`config.mk`:
```
export PLATFORM = sky130hd
export DESIGN_NAME = pwm_from_counter
export DESIGN_NICKNAME = d
export VERILOG_FILES = /design/src/rtl/pwm_from_counter.sv
export SDC_FILE = /design/constraint.sdc
export NUM_CORES = 1
export LEC_CHECK = 0
export ABC_AREA = 0
export BUFFER_PORTS_ARGS = -buffer_cell sky130_fd_sc_hd__buf_2
export CORE_UTILIZATION = 55
export CTS_CLUSTER_SIZE = 10
export DETAILED_ROUTE_END_ITERATION = 6
export PLACE_DENSITY = 0.79
export SYNTH_ARGS = -nofsm -noshare
export SYNTH_HDL_FRONTEND = slang
export SYNTH_SLANG_ARGS = --single-unit
```
`constraint.sdc`:
```
create_clock -name clk -period 4.65 [get_ports clk]
set_input_delay 1.395 -clock clk [delete_from_list [all_inputs] [get_ports clk]]
set_output_delay 1.395 -clock clk [all_outputs]
set_load 0.01 [all_outputs]
```
`src/rtl/pwm_from_counter.sv`:
```
// pwm_from_counter: PWM generator driven by an external free-running up counter,
// with a boundary-synchronised duty shadow register and a sticky sequence-error flag.
module pwm_from_counter #(
   parameter int BITS      = 4,
   parameter int INIT_DUTY = 0
) (
   input  logic            clk,
   input  logic            reset_n,
   input  logic [BITS-1:0] cnt,
   input  logic [BITS:0]   duty_in,
   input  logic            duty_valid,
   output logic            duty_ready,
   output logic            pwm,
   output logic            period_start,
   output logic            seq_err,
   input  logic            err_clr
);
   typedef enum logic {SYNC, RUN} state_t;

   localparam logic [BITS:0] FULL = {1'b1, {BITS{1'b0}}};
   localparam logic [BITS:0] INIT = (BITS+1)'(INIT_DUTY);

   state_t          state_q, state_d;
   logic [BITS:0]   duty_act_q, duty_act_d;
   logic [BITS:0]   duty_sh_q, duty_sh_d;
   logic            pend_q, pend_d;
   logic [BITS-1:0] cnt_prev_q, cnt_prev_d;
   logic            pwm_q, pwm_d;
   logic            period_start_q, period_start_d;
   logic            seq_err_q, seq_err_d;

   logic            boundary, accept, bypass, swap, skip;
   logic [BITS:0]   duty_clamp, duty_eff;

   always_comb begin
      boundary       = (cnt == '0);
      accept         = duty_valid & ~pend_q;
      bypass         = accept & boundary;
      swap           = pend_q & boundary;
      duty_clamp     = (duty_in > FULL) ? FULL : duty_in;
      // A same-cycle accept at the boundary takes effect for the period starting now.
      duty_eff       = bypass ? duty_clamp : swap ? duty_sh_q : duty_act_q;
      state_d        = (state_q == SYNC && boundary) ? RUN : state_q;
      duty_act_d     = duty_eff;
      duty_sh_d      = (accept & ~boundary) ? duty_clamp : duty_sh_q;
      pend_d         = swap ? 1'b0 : (accept & ~boundary) ? 1'b1 : pend_q;
      pwm_d          = (state_d == RUN) & ({1'b0, cnt} < duty_eff);
      period_start_d = boundary;
      skip           = (state_q == RUN) & (cnt != cnt_prev_q + BITS'(1));
      seq_err_d      = skip | (seq_err_q & ~err_clr);
      cnt_prev_d     = cnt;
   end

   always_ff @(posedge clk or negedge reset_n) begin
      if (!reset_n) begin
         state_q        <= SYNC;
         duty_act_q     <= INIT;
         duty_sh_q      <= INIT;
         pend_q         <= 1'b0;
         cnt_prev_q     <= '0;
         pwm_q          <= 1'b0;
         period_start_q <= 1'b0;
         seq_err_q      <= 1'b0;
      end else begin
         state_q        <= state_d;
         duty_act_q     <= duty_act_d;
         duty_sh_q      <= duty_sh_d;
         pend_q         <= pend_d;
         cnt_prev_q     <= cnt_prev_d;
         pwm_q          <= pwm_d;
         period_start_q <= period_start_d;
         seq_err_q      <= seq_err_d;
      end
   end

   assign duty_ready   = ~pend_q;
   assign pwm          = pwm_q;
   assign period_start = period_start_q;
   assign seq_err      = seq_err_q;
endmodule

```
Word level (Yosys, flattened, before mapping)
Index checks and enable logic that the tools add are counted.

Memories kept: 0. Bits in latches: 0. Register bits after elaboration: 19. Input bits: 13. ROM bits: 0. RAM bits: 0. Output and inout bits: 4.

Shift operators: 0. Multipliers: 0. Bitwise gates (word level): 12. $lt $le $gt $ge: 2. Add/subtract/negate cells: 1. Equal/unequal tests: 1. Div/mod/pow operators: 0. Reduce and logical (&&, ||, !) cells: 3. Mux-type cells: 6.

Operators by type and width (count): two-way mux 5 bit (3); bitwise AND 1 bit (7); > comparator 5 bit (second input constant) (1); < comparator 4 x 5 -> 1 bit (1); adder 4 x 1 -> 4 bit (second input constant) (1); zero test 4 bit (1); != test 4 bit (1); inverter 1 bit (4); two-way mux 1 bit (3); nonzero test 2 bit (1); logical AND 1 bit (1); bitwise OR 1 bit (1).

Longest topological paths before layout
Gate-level depths: netlist of the first run.

Word-level depth: 6. Depth in mapped cells: 9. Depth with buffers taken out: 9.

Worst setup path after synthesis of the first run
No wires, ideal clock.

Kind: input-to-reg. From: input cnt[1]. To: register pwm_q, in the netlist pwm. Arrival: 3.194 ns. Slack: 1.390 ns. Stages: 9. Required time: 4.584 ns. Buffers on the path: 1. Cells stage by stage: nor4_4 > buf_6 > o22a_1 > o21ai_0 > ha_1 > a21o_1 > a21o_1 > a2111oi_1 > o31a_1.

Longest elaborated chain between the ends: 6. Elaborated cells between the ends (all ways): 9. Classes of those cells: order compare: 1; mux: 3; bitwise: 3; reduce/logical: 2.

Ends and longest elaborated chain: start: declaration (RTL line 9) `input logic [BITS-1:0] cnt,`; zero test 4 bit (RTL line 36) `boundary = (cnt == '0);`; bitwise AND 1 bit (RTL line 39) `swap = pend_q & boundary;`; two-way mux 5 bit (2 in a row) (RTL line 42) `duty_eff = bypass ? duty_clamp : swap ? duty_sh_q : duty_act_q;`; < comparator 4 x 5 -> 1 bit (RTL line 47) `pwm_d = (state_d == RUN) & ({1'b0, cnt} < duty_eff);`; bitwise AND 1 bit (*) (RTL line 47); net pwm_d (RTL line 28) `logic pwm_q, pwm_d;`; end signal: assignment (RTL line 70) `pwm_q <= pwm_d;`; end: declaration (RTL line 28).

Mark *: on every way through the listed nets, which the timed path passes. The rest lies on a longest branch. A chain may end at the register's enable or synchronous reset.

Final worst setup path of the first run
Ends and elaborated chain as after synthesis.

==> results of run 1 <==
-- per-stage QoR --
| step | worst slack, ps | util |
|---|---|---|
| after CTS | 1190 | 0.681 |
| final | 1220 | 0.681 |
| after global placement | 948 | 0.665 |
| after global routing | 1020 | 0.681 |
| after detailed placement | 879 | 0.665 |
| after floorplan | 1390 | - |
-- how the worst max path moves through the flow --
stage | start | endpoint | slack, ps | cells past startpoint
after global placement | cnt[1] | pwm$_DFF_PN0_ | 950 | 10
after detailed placement | cnt[1] | pwm$_DFF_PN0_ | 880 | 10
after CTS | cnt[1] | pwm$_DFF_PN0_ | 1190 | 10
final | cnt[1] | pwm$_DFF_PN0_ | 1220 | 10
after floorplan | cnt[1] | pwm$_DFF_PN0_ | 1390 | 9
after global routing | cnt[1] | pwm$_DFF_PN0_ | 1020 | 10
-- area by class of cell --
cell class                 count  area (µm²)  share of cell area
clock buffer                   4        26.3              0.0247
inverter                       3        11.3              0.0106
multi-input combinational     59         434               0.409
sequential                    19         475               0.448
tap                           16        20.0              0.0188
timing repair buffer          18        95.1              0.0895
-- sequential cells by signal (all words and copies together) (netlist names) --
register / flops
cnt_prev_q: 4
state_q: 1
pwm: 1
period_start: 1
pend_q: 1
seq_err: 1
duty_act_q: 5
duty_sh_q: 5
-- worst register-to-register path: stages (launching register included) --
cell and delay, ps:
dfrtp_1 540, nand2_1 180, o22a_1 230, o21ai_0 80, ha_1 260, a21o_1 180, a21o_1 180, a2111oi_1 330
o31a_1 180
-- cells by family (layout without fill, tap and decap cells) --
group / after synthesis / after routing / synth area share
flops: 19 / 19 / 0.501
fa+ha+maj: 4 / 4 / 0.0527
xor+xnor: 6 / 6 / 0.0553
mux: 2 / 2 / 0.0237
simple gates: 17 / 17 / 0.103
buf+inv: 8 / 25 / 0.0422
compound gates: 30 / 30 / 0.223
-- cells in the final DEF (no fill, tap or decap), drive strengths merged --
cell type   n
o21a        3
a2111oi     1
nor2b       2
mux2        2
buf        18
xor2        2
nand2b      1
a21o        2
a21oi       2
or2         3
o31ai       3
xnor2       4
nand3       1
a31oi       5
o41ai       1
nand2       4
nor4        1
o22ai       1
ha          4
inv         3
o22a        3
o21ai       7
dfrtp      19
nor2        5
o221a       1
clkbuf      4
o31a        1
-- power breakdown --
| group | switching, W | leakage (nW) | total, W | internal [W] |
|---|---|---|---|---|
| sequential | 0.0000155 | 0.222 | 0.000211 | 0.000196 |
| combinational | 0.0000526 | 0.247 | 0.000110 | 0.0000573 |
| clock | 0.0000489 | 0.0150 | 0.0000824 | 0.0000334 |
| total | 0.000117 | 0.485 | 0.000403 | 0.000286 |
-- cell usage after synthesis, drive strengths merged, types with 3 or more instances --
| master | n |
|---|---|
| dfrtp | 19 |
| o21ai | 7 |
| a31oi | 5 |
| nor2 | 5 |
| ha | 4 |
| nand2 | 4 |
| xnor2 | 4 |
| buf | 3 |
| inv | 3 |
| o21a | 3 |
| o22a | 3 |
| o31ai | 3 |
| or2 | 3 |
-- metal layers --
layer,wire (µm),share of wire
met3,93,0.058
met4,36,0.022
met1,803,0.50
met2,669,0.42
met5,0,0
==> qor.csv, run 1 <==
metric,value,unit
status,"complete, but fails checks",
failing checks,DRC,
dpl hpwl,1230,µm
Final period util,0.739,
post-route ant nets,0,
CTS buffer count,3,
Fmax,291,MHz
Critical path buffers and inverters,1,
First DRT Iteration DRCs,14,
pin count of the biggest net entering global routing,20,
CP top delay family,compound AO/OA/AOI/OAI gates,
fin nets,121,
Clock Skews,10.2,ps
row cnt,14,
critical path's slowest cell,nor4_4,
Slew @ Worst Pin,469,ps
Worst Hold Depth,1,
GP Congestion,0.790,
syn_nets,103,
crit start category,input pin,
WL per Instance,13.5,µm
GRT met1 Usage,0.293,
Post-Layout Inst Area,1060,µm²
Crit path top cell by count,a21o_1,
I/O Buffers,16,
Routed WL,1600,µm
initial antenna violation count,0,
"Cell Count, Final, Fillers Out",119,
gr usage total,0.217,
die area,1900,µm²
"Avg Cell Area, Syn",11.0,µm²
post_cts resized,0,
final slew viol count,0,
Via Count,690,
post-synthesis sequential area ratio,0.501,
critical-path maximum fanout,10,
min-delay src,state_q$_DFF_PN0_,
fin crit period,3430,ps
placed cell count,115,
clk buf depth,2,
asr flop ratio synth,1.00,
Main synth FF type,dfrtp_1,
"slowest stage delay, CP",490,ps
hold_buf cts,0,
DR DRC count,3,
CP cell instances,buf_2 > nor4_4 > nand2_1 > o22a_1 > o21ai_0 > ha_1 > a21o_1 > a21o_1 > a2111oi_1 > o31a_1,
core footprint,1560,µm²
Max transition margin,0.685,
# IOs,17,
max_cap viols,0,
first-pass GRT wire length,2860,µm
Syn Inst Count,86,
post-DR vias/cell,5.80,
GR peak layer,met1,
#FFs+latches synth,19,
R2R Path End,pwm$_DFF_PN0_,
Yosys cell types,29,
area growth from synthesis to layout,11.9,%
setup TNS,0,ps
r2r setup slk,2430,ps
worst skew pair latency,300,ps
CP Class,in2reg,
Die Span Y,43.6,µm
Ys Warns,0,
die width,43.6,µm
htree depth,1,
Hold Crit Endpoint,state_q$_DFF_PN0_,
pwr/cell area,380,nW/µm²
setup repair after global routing missed its margin,no,
vias in the first global route,652,
"Req. time, crit path",4890,ps
Leakage Power,0.485,nW
R2R cell count,8,
largest area contributor in the netlist,dfrtp_1,
"Hold Vio Cnt, Final",0,
GR Util met3,0.0875,
met2 usage,0.293,
CTS tree,yes,
Synth Cell Area,950,µm²
Starting Density,0.609,
GR Overflow Total,0,
"top cells by area, synth","dfrtp_1 (50%), ha_1 (5.3%), o21ai_0 (3.7%), xnor2_1 (3.7%), a31oi_1 (3.3%)",
crit end category,flop,
post-synth top area share,0.501,
Setup Buffers After CTS,0,
"CTS clk-pin slew, worst paths",90,ps
Final Power,0.000403,W
first-pass detailed-route iteration total,6,
clock sink total,19,
area post-placement,1040,µm²
Post-synth EDFFs,0,
Antenna Cells,0,
final setup fails,0,
peak supply drop,0.000227,V
share of layout cells above drive strength 1,0.282,
RR Startpoint,pend_q$_DFFE_PN0P_,
worst hold path class,reg2reg,
filler instances,120,
Fin Hold WS,514,ps
root buffer cell,clkbuf_4,
CP Data Arrival Time,3670,ps
(Power assumes the default switching activity.)
==> inputs of run 2 (changes only) <==
- CORE_UTILIZATION: 55 -> 48
- PLACE_DENSITY: 0.79 -> 0.73
- clock period: 4.65 -> 2.8 ns (I/O delays scaled with it)
==> run 2 against run 1 <==
  * Setup slack got worse by 1100 ps
  * Hold slack worse by 55 ps
  * Via count rose by 6.2%
  * Largest power group unchanged
  * Cell area is 5.3% higher
  * Register-to-register slack got worse by 1800 ps
  * Cell count grew 13%
  * Global-route usage shrank 1.5 points
  * Clock skew shrank 9.7 ps
  * Die area increased by 14%
  * The flow now finishes without violations
==> qor.csv, run 2 (same netlist as run 1, synthesis figures left out) <==
metric,value,unit
pwr/cell area,617,nW/µm²
hold_buf cts,0,
worst skew pair latency,290,ps
pin count of the biggest net entering global routing,20,
Leakage Power,0.513,nW
GR Overflow Total,0,
dpl hpwl,1420,µm
share of layout cells above drive strength 1,0.321,
clock sink total,19,
filler instances,161,
First DRT Iteration DRCs,22,
die width,46.5,µm
status,completed,
Setup Buffers After CTS,0,
critical-path maximum fanout,5,
"Req. time, crit path",3040,ps
# IOs,17,
peak supply drop,0.000424,V
Largest regs,"duty_act_q x5, duty_sh_q x5, cnt_prev_q x4",
crit end category,flop,
area growth from synthesis to layout,17.8,%
fin crit period,2650,ps
post-route ant nets,0,
"most common cell after layout, fill and taps aside",dfrtp_1,
Max transition margin,0.726,
Final Power,0.000690,W
Antenna Cells,0,
"CTS clk-pin slew, worst paths",110,ps
final slew viol count,0,
max_cap viols,0,
setup repair after global routing missed its margin,no,
Starting Density,0.533,
root buffer cell,clkbuf_4,
initial antenna violation count,0,
Die Span Y,46.5,µm
Fmax,378,MHz
setup ws final,153,ps
first-pass GRT wire length,3030,µm
post_cts resized,0,
Clock Skews,0.588,ps
CTS buffer count,3,
clk buf depth,2,
GP Congestion,0.821,
htree depth,1,
crit start category,input pin,
most frequent cells in the layout,"dfrtp_1 (19), buf_2 (16), buf_4 (8), o21ai_0 (7)",
CTS tree,yes,
CP Class,in2reg,
die area,2160,µm²
WL per Instance,13.8,µm
vias in the first global route,691,
worst hold path class,in2async,
I/O Buffers,16,
Slew @ Worst Pin,411,ps
first-pass detailed-route iteration total,4,
Via Count,733,
fin nets,127,
pre-CTS setup slack,-144,ps
Final period util,0.945,
final setup fails,0,
DR DRC count,0,
core footprint,1780,µm²
post-DR vias/cell,5.47,
"Hold Vio Cnt, Final",0,
row cnt,15,
gr usage total,0.202,
CP Data Arrival Time,2890,ps
Routed WL,1850,µm
Post-Route Utilization,0.627,
-- run 2: changes by cell type in the layout (fill, tap and decap cells not counted) --
cell,previous run,this run
buf_4,2,8
-- run 2: path summary, 6_finish.rpt --
check	slack, ps	to	cells past startpoint	from
worst min register to register	520	state_q$_DFF_PN0_	1	state_q$_DFF_PN0_
worst max register to register	660	pwm$_DFF_PN0_	8	pend_q$_DFFE_PN0P_
worst max-delay path	150	pwm$_DFF_PN0_	10	cnt[1]
worst min-delay path	460	duty_act_q[2]$_DFF_PN0_	1	reset_n
max in group asynchronous	2050	pwm$_DFF_PN0_	1	reset_n
min in group clk	520	state_q$_DFF_PN0_	1	state_q$_DFF_PN0_
-- run 2: area by class of cell --
class | count | area (µm²) | share of cell area
Clock buffer | 4 | 26.3 | 0.0235
Timing Repair Buffer | 24 | 140 | 0.125
Sequential cell | 19 | 475 | 0.425
Inverter | 3 | 11.3 | 0.0101
Multi-Input combinational cell | 59 | 434 | 0.388
Tap cell | 25 | 31.3 | 0.0280
-- run 2: critical path, stage by stage --
cell and delay [ps]:
buf_2 120, nor4_4 370, nand2_1 130, o22a_1 210, o21ai_0 80, ha_1 270, a21o_1 180, a21o_1 180
a2111oi_1 320, o31a_1 180
-- run 2: power breakdown --
group          switching (W)  total, W  internal (W)
Combinational      0.0000919  0.000197      0.000105
Sequential         0.0000285  0.000354      0.000325
Clock              0.0000844  0.000140     0.0000554
Total               0.000205  0.000690      0.000485
-- run 2: per-stage QoR --
step / instance area (µm²) / instances / hold slack, ps / setup TNS [ps]
after floorplan: 950 / 86 / 452 / 0
after detailed placement: 1090 / 130 / 500 / -144
final: 1120 / 134 / 459 / 0
after global placement: 1090 / 130 / 485 / -74.0
after CTS: 1120 / 134 / 475 / 0
after global routing: 1120 / 134 / 482 / 0
-- run 2: routing by layer --
layer  GRT usage  up-vias  part of all wire
met1       0.278      357              0.47
met5           0        -                 0
met3      0.0353        0             0.043
met2       0.325       18              0.48
met4      0.0529        0                 0
li1            -      358                 -
